==> config.mk <==
export PLATFORM = sky130hd
export DESIGN_NAME = result_bcd_display
export DESIGN_NICKNAME = d
export VERILOG_FILES = /design/src/rtl/result_bcd_display.sv
export SDC_FILE = /design/constraint.sdc
export NUM_CORES = 1
export LEC_CHECK = 0
export ABC_AREA = 1
export BUFFER_PORTS_ARGS = -buffer_cell sky130_fd_sc_hd__buf_2
export CAP_MARGIN = 20
export CORE_UTILIZATION = 40
export DETAILED_ROUTE_END_ITERATION = 10
export PLACE_DENSITY = 0.69
export REMOVE_ABC_BUFFERS = 1
export SYNTH_ARGS = -nofsm -noshare
export SYNTH_HDL_FRONTEND = slang
export SYNTH_SLANG_ARGS = --single-unit
==> constraint.sdc <==
create_clock -name clk -period 3.28 [get_ports clk]
set_input_delay 0.328 -clock clk [delete_from_list [all_inputs] [get_ports clk]]
set_output_delay 0.328 -clock clk [all_outputs]
set_load 0.02 [all_outputs]
==> src/rtl/result_bcd_display.sv <==
// Captures a 16-bit ALU result and converts it to five packed BCD digits with a
// sequential shift-add-3 engine, then scans the digits onto a 5-digit common-anode display.
module result_bcd_display #(
    parameter int unsigned REFRESH_DIV   = 50000,
    parameter bit          BLANK_LEADING = 1'b1
) (
    input  logic        clk,
    input  logic        rst,
    input  logic [15:0] result,
    input  logic        flag,
    input  logic        load,
    output logic        busy,
    output logic        done,
    output logic [19:0] bcd,
    output logic [6:0]  seg,
    output logic [4:0]  an,
    output logic        flag_led
);

    localparam int unsigned PRE_W = $clog2(REFRESH_DIV);
    localparam logic [PRE_W-1:0] PRE_LAST = PRE_W'(REFRESH_DIV - 1);
    localparam logic [6:0] SEG_BLANK = 7'h7F;

    typedef enum logic [1:0] {
        IDLE,
        CONVERT,
        FINISH
    } state_t;

    state_t      state_q,    state_d;
    logic [15:0] shift_q,    shift_d;
    logic [19:0] work_q,     work_d;
    logic [3:0]  cnt_q,      cnt_d;
    logic        busy_q,     busy_d;
    logic        done_q,     done_d;
    logic [19:0] bcd_q,      bcd_d;
    logic        flag_led_q, flag_led_d;
    logic [PRE_W-1:0] pre_q, pre_d;
    logic [2:0]  idx_q,      idx_d;

    logic [19:0] work_adj;
    logic [3:0]  digit;
    logic        lead_zero;
    logic [4:0]  an_sel;

    // Double-dabble correction: any BCD nibble >= 5 would overflow past 9 after the shift.
    function automatic logic [19:0] add3(input logic [19:0] w);
        logic [19:0] r;
        r = w;
        for (int i = 0; i < 5; i++) begin
            if (w[i*4 +: 4] >= 4'd5) begin
                r[i*4 +: 4] = w[i*4 +: 4] + 4'd3;
            end
        end
        return r;
    endfunction

    function automatic logic [6:0] seg_decode(input logic [3:0] d);
        logic [6:0] s;
        case (d)
            4'd0:    s = 7'b1000000;
            4'd1:    s = 7'b1111001;
            4'd2:    s = 7'b0100100;
            4'd3:    s = 7'b0110000;
            4'd4:    s = 7'b0011001;
            4'd5:    s = 7'b0010010;
            4'd6:    s = 7'b0000010;
            4'd7:    s = 7'b1111000;
            4'd8:    s = 7'b0000000;
            4'd9:    s = 7'b0010000;
            default: s = SEG_BLANK;
        endcase
        return s;
    endfunction

    assign work_adj = add3(work_q);

    // Conversion FSM next-state logic.
    always_comb begin
        // NOTE: every signal written here gets a default first, so no path can infer a latch.
        state_d    = state_q;
        shift_d    = shift_q;
        work_d     = work_q;
        cnt_d      = cnt_q;
        busy_d     = busy_q;
        done_d     = 1'b0;
        bcd_d      = bcd_q;
        flag_led_d = flag_led_q;

        case (state_q)
            IDLE: begin
                if (load) begin
                    shift_d    = result;
                    flag_led_d = flag;
                    work_d     = '0;
                    cnt_d      = '0;
                    busy_d     = 1'b1;
                    state_d    = CONVERT;
                end
            end
            CONVERT: begin
                {work_d, shift_d} = {work_adj[18:0], shift_q, 1'b0};
                cnt_d             = cnt_q + 4'd1;
                if (cnt_q == 4'd15) begin
                    state_d = FINISH;
                end
            end
            FINISH: begin
                bcd_d   = work_q;
                done_d  = 1'b1;
                busy_d  = 1'b0;
                state_d = IDLE;
            end
            default: begin
                busy_d  = 1'b0;
                state_d = IDLE;
            end
        endcase
    end

    // Free-running scan timebase, independent of the conversion.
    always_comb begin
        pre_d = pre_q + PRE_W'(1);
        idx_d = idx_q;
        if (pre_q == PRE_LAST) begin
            pre_d = '0;
            idx_d = (idx_q == 3'd4) ? 3'd0 : idx_q + 3'd1;
        end
    end

    always_ff @(posedge clk or negedge rst) begin
        if (!rst) begin
            state_q    <= IDLE;
            shift_q    <= '0;
            work_q     <= '0;
            cnt_q      <= '0;
            busy_q     <= 1'b0;
            done_q     <= 1'b0;
            bcd_q      <= '0;
            flag_led_q <= 1'b0;
            pre_q      <= '0;
            idx_q      <= '0;
        end else begin
            // NOTE: non-blocking assignments keep every flop sampling pre-edge values.
            state_q    <= state_d;
            shift_q    <= shift_d;
            work_q     <= work_d;
            cnt_q      <= cnt_d;
            busy_q     <= busy_d;
            done_q     <= done_d;
            bcd_q      <= bcd_d;
            flag_led_q <= flag_led_d;
            pre_q      <= pre_d;
            idx_q      <= idx_d;
        end
    end

    // Digit select and leading-zero detection for the current scan slot.
    always_comb begin
        digit     = bcd_q[3:0];
        lead_zero = 1'b0;
        an_sel    = 5'b11110;
        case (idx_q)
            3'd1: begin
                digit     = bcd_q[7:4];
                lead_zero = (bcd_q[19:4] == 16'h0000);
                an_sel    = 5'b11101;
            end
            3'd2: begin
                digit     = bcd_q[11:8];
                lead_zero = (bcd_q[19:8] == 12'h000);
                an_sel    = 5'b11011;
            end
            3'd3: begin
                digit     = bcd_q[15:12];
                lead_zero = (bcd_q[19:12] == 8'h00);
                an_sel    = 5'b10111;
            end
            3'd4: begin
                digit     = bcd_q[19:16];
                lead_zero = (bcd_q[19:16] == 4'h0);
                an_sel    = 5'b01111;
            end
            default: begin
                digit     = bcd_q[3:0];
                lead_zero = 1'b0;
                an_sel    = 5'b11110;
            end
        endcase

        if (BLANK_LEADING && lead_zero) begin
            an  = 5'b11111;
            seg = SEG_BLANK;
        end else begin
            an  = an_sel;
            seg = seg_decode(digit);
        end
    end

    assign busy     = busy_q;
    assign done     = done_q;
    assign bcd      = bcd_q;
    assign flag_led = flag_led_q;

endmodule

==> flow_summary.toml <==
[global_routing]
overflow = 0
grt_pass1_vias = 3786
grt_pass1_wl_mm = 16.84
antenna_found_initial = 0
grt_max_degree = 61
grt_usage_pct = 18.10

[clock_tree]
cts_setup_buffers = 0
cts.clk_slew.worst_paths_ns = 0.07
cts_tree = "done"
clock_latency_ns = 0.34
h-tree-depth = 3
cts.sinks = 84
cts_buffers = 9
postCtsHoldBufs = 0
cts_root_buf = "clkbuf_16"
cts.repair.resized = 0
clock_path_buffers = 2

[critical_path]
cp_max_fo = 10
cp_slowest_stage_delay_ns = 0.62
worstPathRequired_ns = 2.95
worstReg2RegStart = "state_q[0]$_DFFE_PN0P_"
startpoint_type = "register"
end_kind = "output pin"
arrival_ns = 2.68
crit_chain = "inv_6 > ha_1 > a21oi_4 > nand3_1 > nand2_1 > inv_1 > ha_1 > or2_1 > nand2_1 > buf_2"
rr_endpoint = "shift_q[0]$_DFFE_PN0P_"
crit_slowest_cell = "dfrtp_1"
path_delay_family = "adder cells"
path_buf_inv = 3
rr_worst_depth = 6
worstSetupPathType = "register to output pin"
rrSetupSlack_ns = 1.16

[sta]
hold-worst-slack_ns = 0.04929
fin_worst_skew_ns = 0.007600
worst_slack_ns = 0.2692
fin_tns_setup_ns = 0
tightest_slew_ns = 0.7550
max_freq_ghz = 0.3321
fin_crit_ns = 3.011
setup_viol = 0
relSlewSlack_pct = 49.67
fin_crit_sh_pct = 91.79
final-hold-violation-count = 0
rsz0062_at_grt = "no"
finalMaxSlewViolations = 0

[drt]
drt_wl_total_mm = 9.868
routedWlPerCell_microns = 13.41
first_pass_iters = 5
drt_iter0_markers = 200
num_vias = 3746
drc = 0
routed_via_density = 5.090
final_antenna_net_count = 0

[finish]
drive_gt1_share_pct = 18.62
nNetsFinal = 631
fin_util_pct = 47.33
multi_input_area_sq_um = 2003
fill_cells = 1047
antenna_cells = 0
syn_to_final_growth_pct = 14.47
fin_area_sq_um = 5176
regArea_sq_um = 2102

[yosys]
syn_area_per_cell_sq_um = 8.405
synth_most_common_cell = "nand2_1"
synth_edf_count = 0
synth_commonest_cells = "nand2_1, dfrtp_1, inv_1"
synth_area_sq_um = 4522
synth_area_leaders = "dfrtp_1, nand2_1, o21ai_0, inv_1, ha_1"
yosysUniqueCellTypes = 40
ys_async_sr_fraction_pct = 100.0
synth_top_area_share_pct = 46.49
yosys_warnings = 0
netlist_instances = 538
ys_seq_area_share_pct = 46.49
synth_area_leader_cell = "dfrtp_1"
ys.flop_type = "dfrtp_1"
synth_seq_cells = 84

[floorplanning]
die_h_microns = 108.3
fp.dieW_microns = 108.3
core.rowCount = 38
initial_core_util_pct = 41.35
fp.dieArea_sq_um = 11730
io_pins = 55
core_area_sq_um = 10940

[placement]
preCtsSetupSlack_ns = 0.6552
io_buffers = 54
dp_hpwl_mm = 7.278
place_congestion = 0.8471
place_area_sq_um = 4888

[run_status]
outcome = "finished clean"

[worst_hold_path]
hp-class = "input pin to asynchronous set/reset pin"

[power_and_ir_drop]
power.leakage_nw = 2.599
ir_drop_mv = 0.5363
power_density_nw_per_um2 = 881.8

[flow_run]
cap_violations = 0
## worst max path at each step
stage             end                 start  cells past startpoint
2_1_floorplan  seg[1]  idx_q[2]$_DFFE_PN0N_                      9
3_3_place_gp   seg[1]  idx_q[2]$_DFFE_PN0N_                     10
3_5_place_dp   seg[1]  idx_q[2]$_DFFE_PN0N_                     10
4_1_cts        seg[1]  idx_q[2]$_DFFE_PN0N_                     10
5_1_grt        seg[1]  idx_q[2]$_DFFE_PN0N_                     10
6_report       seg[1]  idx_q[2]$_DFFE_PN0N_                     10
## flip-flops by register name, indices dropped and copies added, names as in the netlist
register and cells:
busy 1, idx_q 3, work_q 20, pre_q 16, cnt_q 4, shift_q 16, flag_led 1, bcd 20
done 1, state_q 2
## layout make-up
cell class | instances | area share (%)
multi-input combinational | 358 | 38.70
tap | 140 | 3.384
clock inverter | 6 | 0.9427
sequential | 84 | 40.61
inverter | 80 | 5.898
clock buffer | 10 | 4.617
timing repair buffer | 58 | 5.850
## power by group
group | switching [W] | internal, W | leakage (nW)
Clock | 0.000430 | 0.000539 | 0.131
Sequential | 0.000297 | 0.00140 | 1.01
Combinational | 0.00122 | 0.000673 | 1.45
## per-layer routing
| layer | vias to the layer above | global-route usage, % | routed length (microns) |
|---|---|---|---|
| met4 | 0 | 6.178 | 69 |
| li1 | 1874 | - | - |
| met3 | 8 | 4.641 | 450 |
| met2 | 83 | 30.48 | 4763 |
| met5 | - | 0 | 0 |
| met1 | 1781 | 22.51 | 4586 |
## placed cells by master, fill, tap and decap left out, types with 13 or more instances in the layout
master   count
nand2_1     94
o21ai_0     54
a21oi_1     27
dfrtp_1     84
buf_2       53
nand3_1     38
o22ai_1     13
ha_1        20
inv_1       71
nor2_1      36
## cell families after synthesis
logic type,share of synthesized area (%)
buf+inv,9.214
fa+ha+maj,5.534
simple gates,21.53
mux,0.4704
compound gates,14.83
xor+xnor,1.937
flops,46.49
## worst reg2reg max path, cell delays in order (launching register included)
cell and delay, ns:
dfrtp_1 0.46, inv_2 0.07, nor2_4 0.29, inv_2 0.32, nand2_1 0.34, inv_1 0.26, a32o_1 0.27
## metrics by stage
stage	power, W	std cells
2_1_floorplan	0.003014	522
6_report	0.004564	736
3_5_place_dp	0.003616	720
4_1_cts	0.004593	736
5_1_grt	0.004920	736
3_3_place_gp	0.003512	720
(Power assumes the default switching activity.)
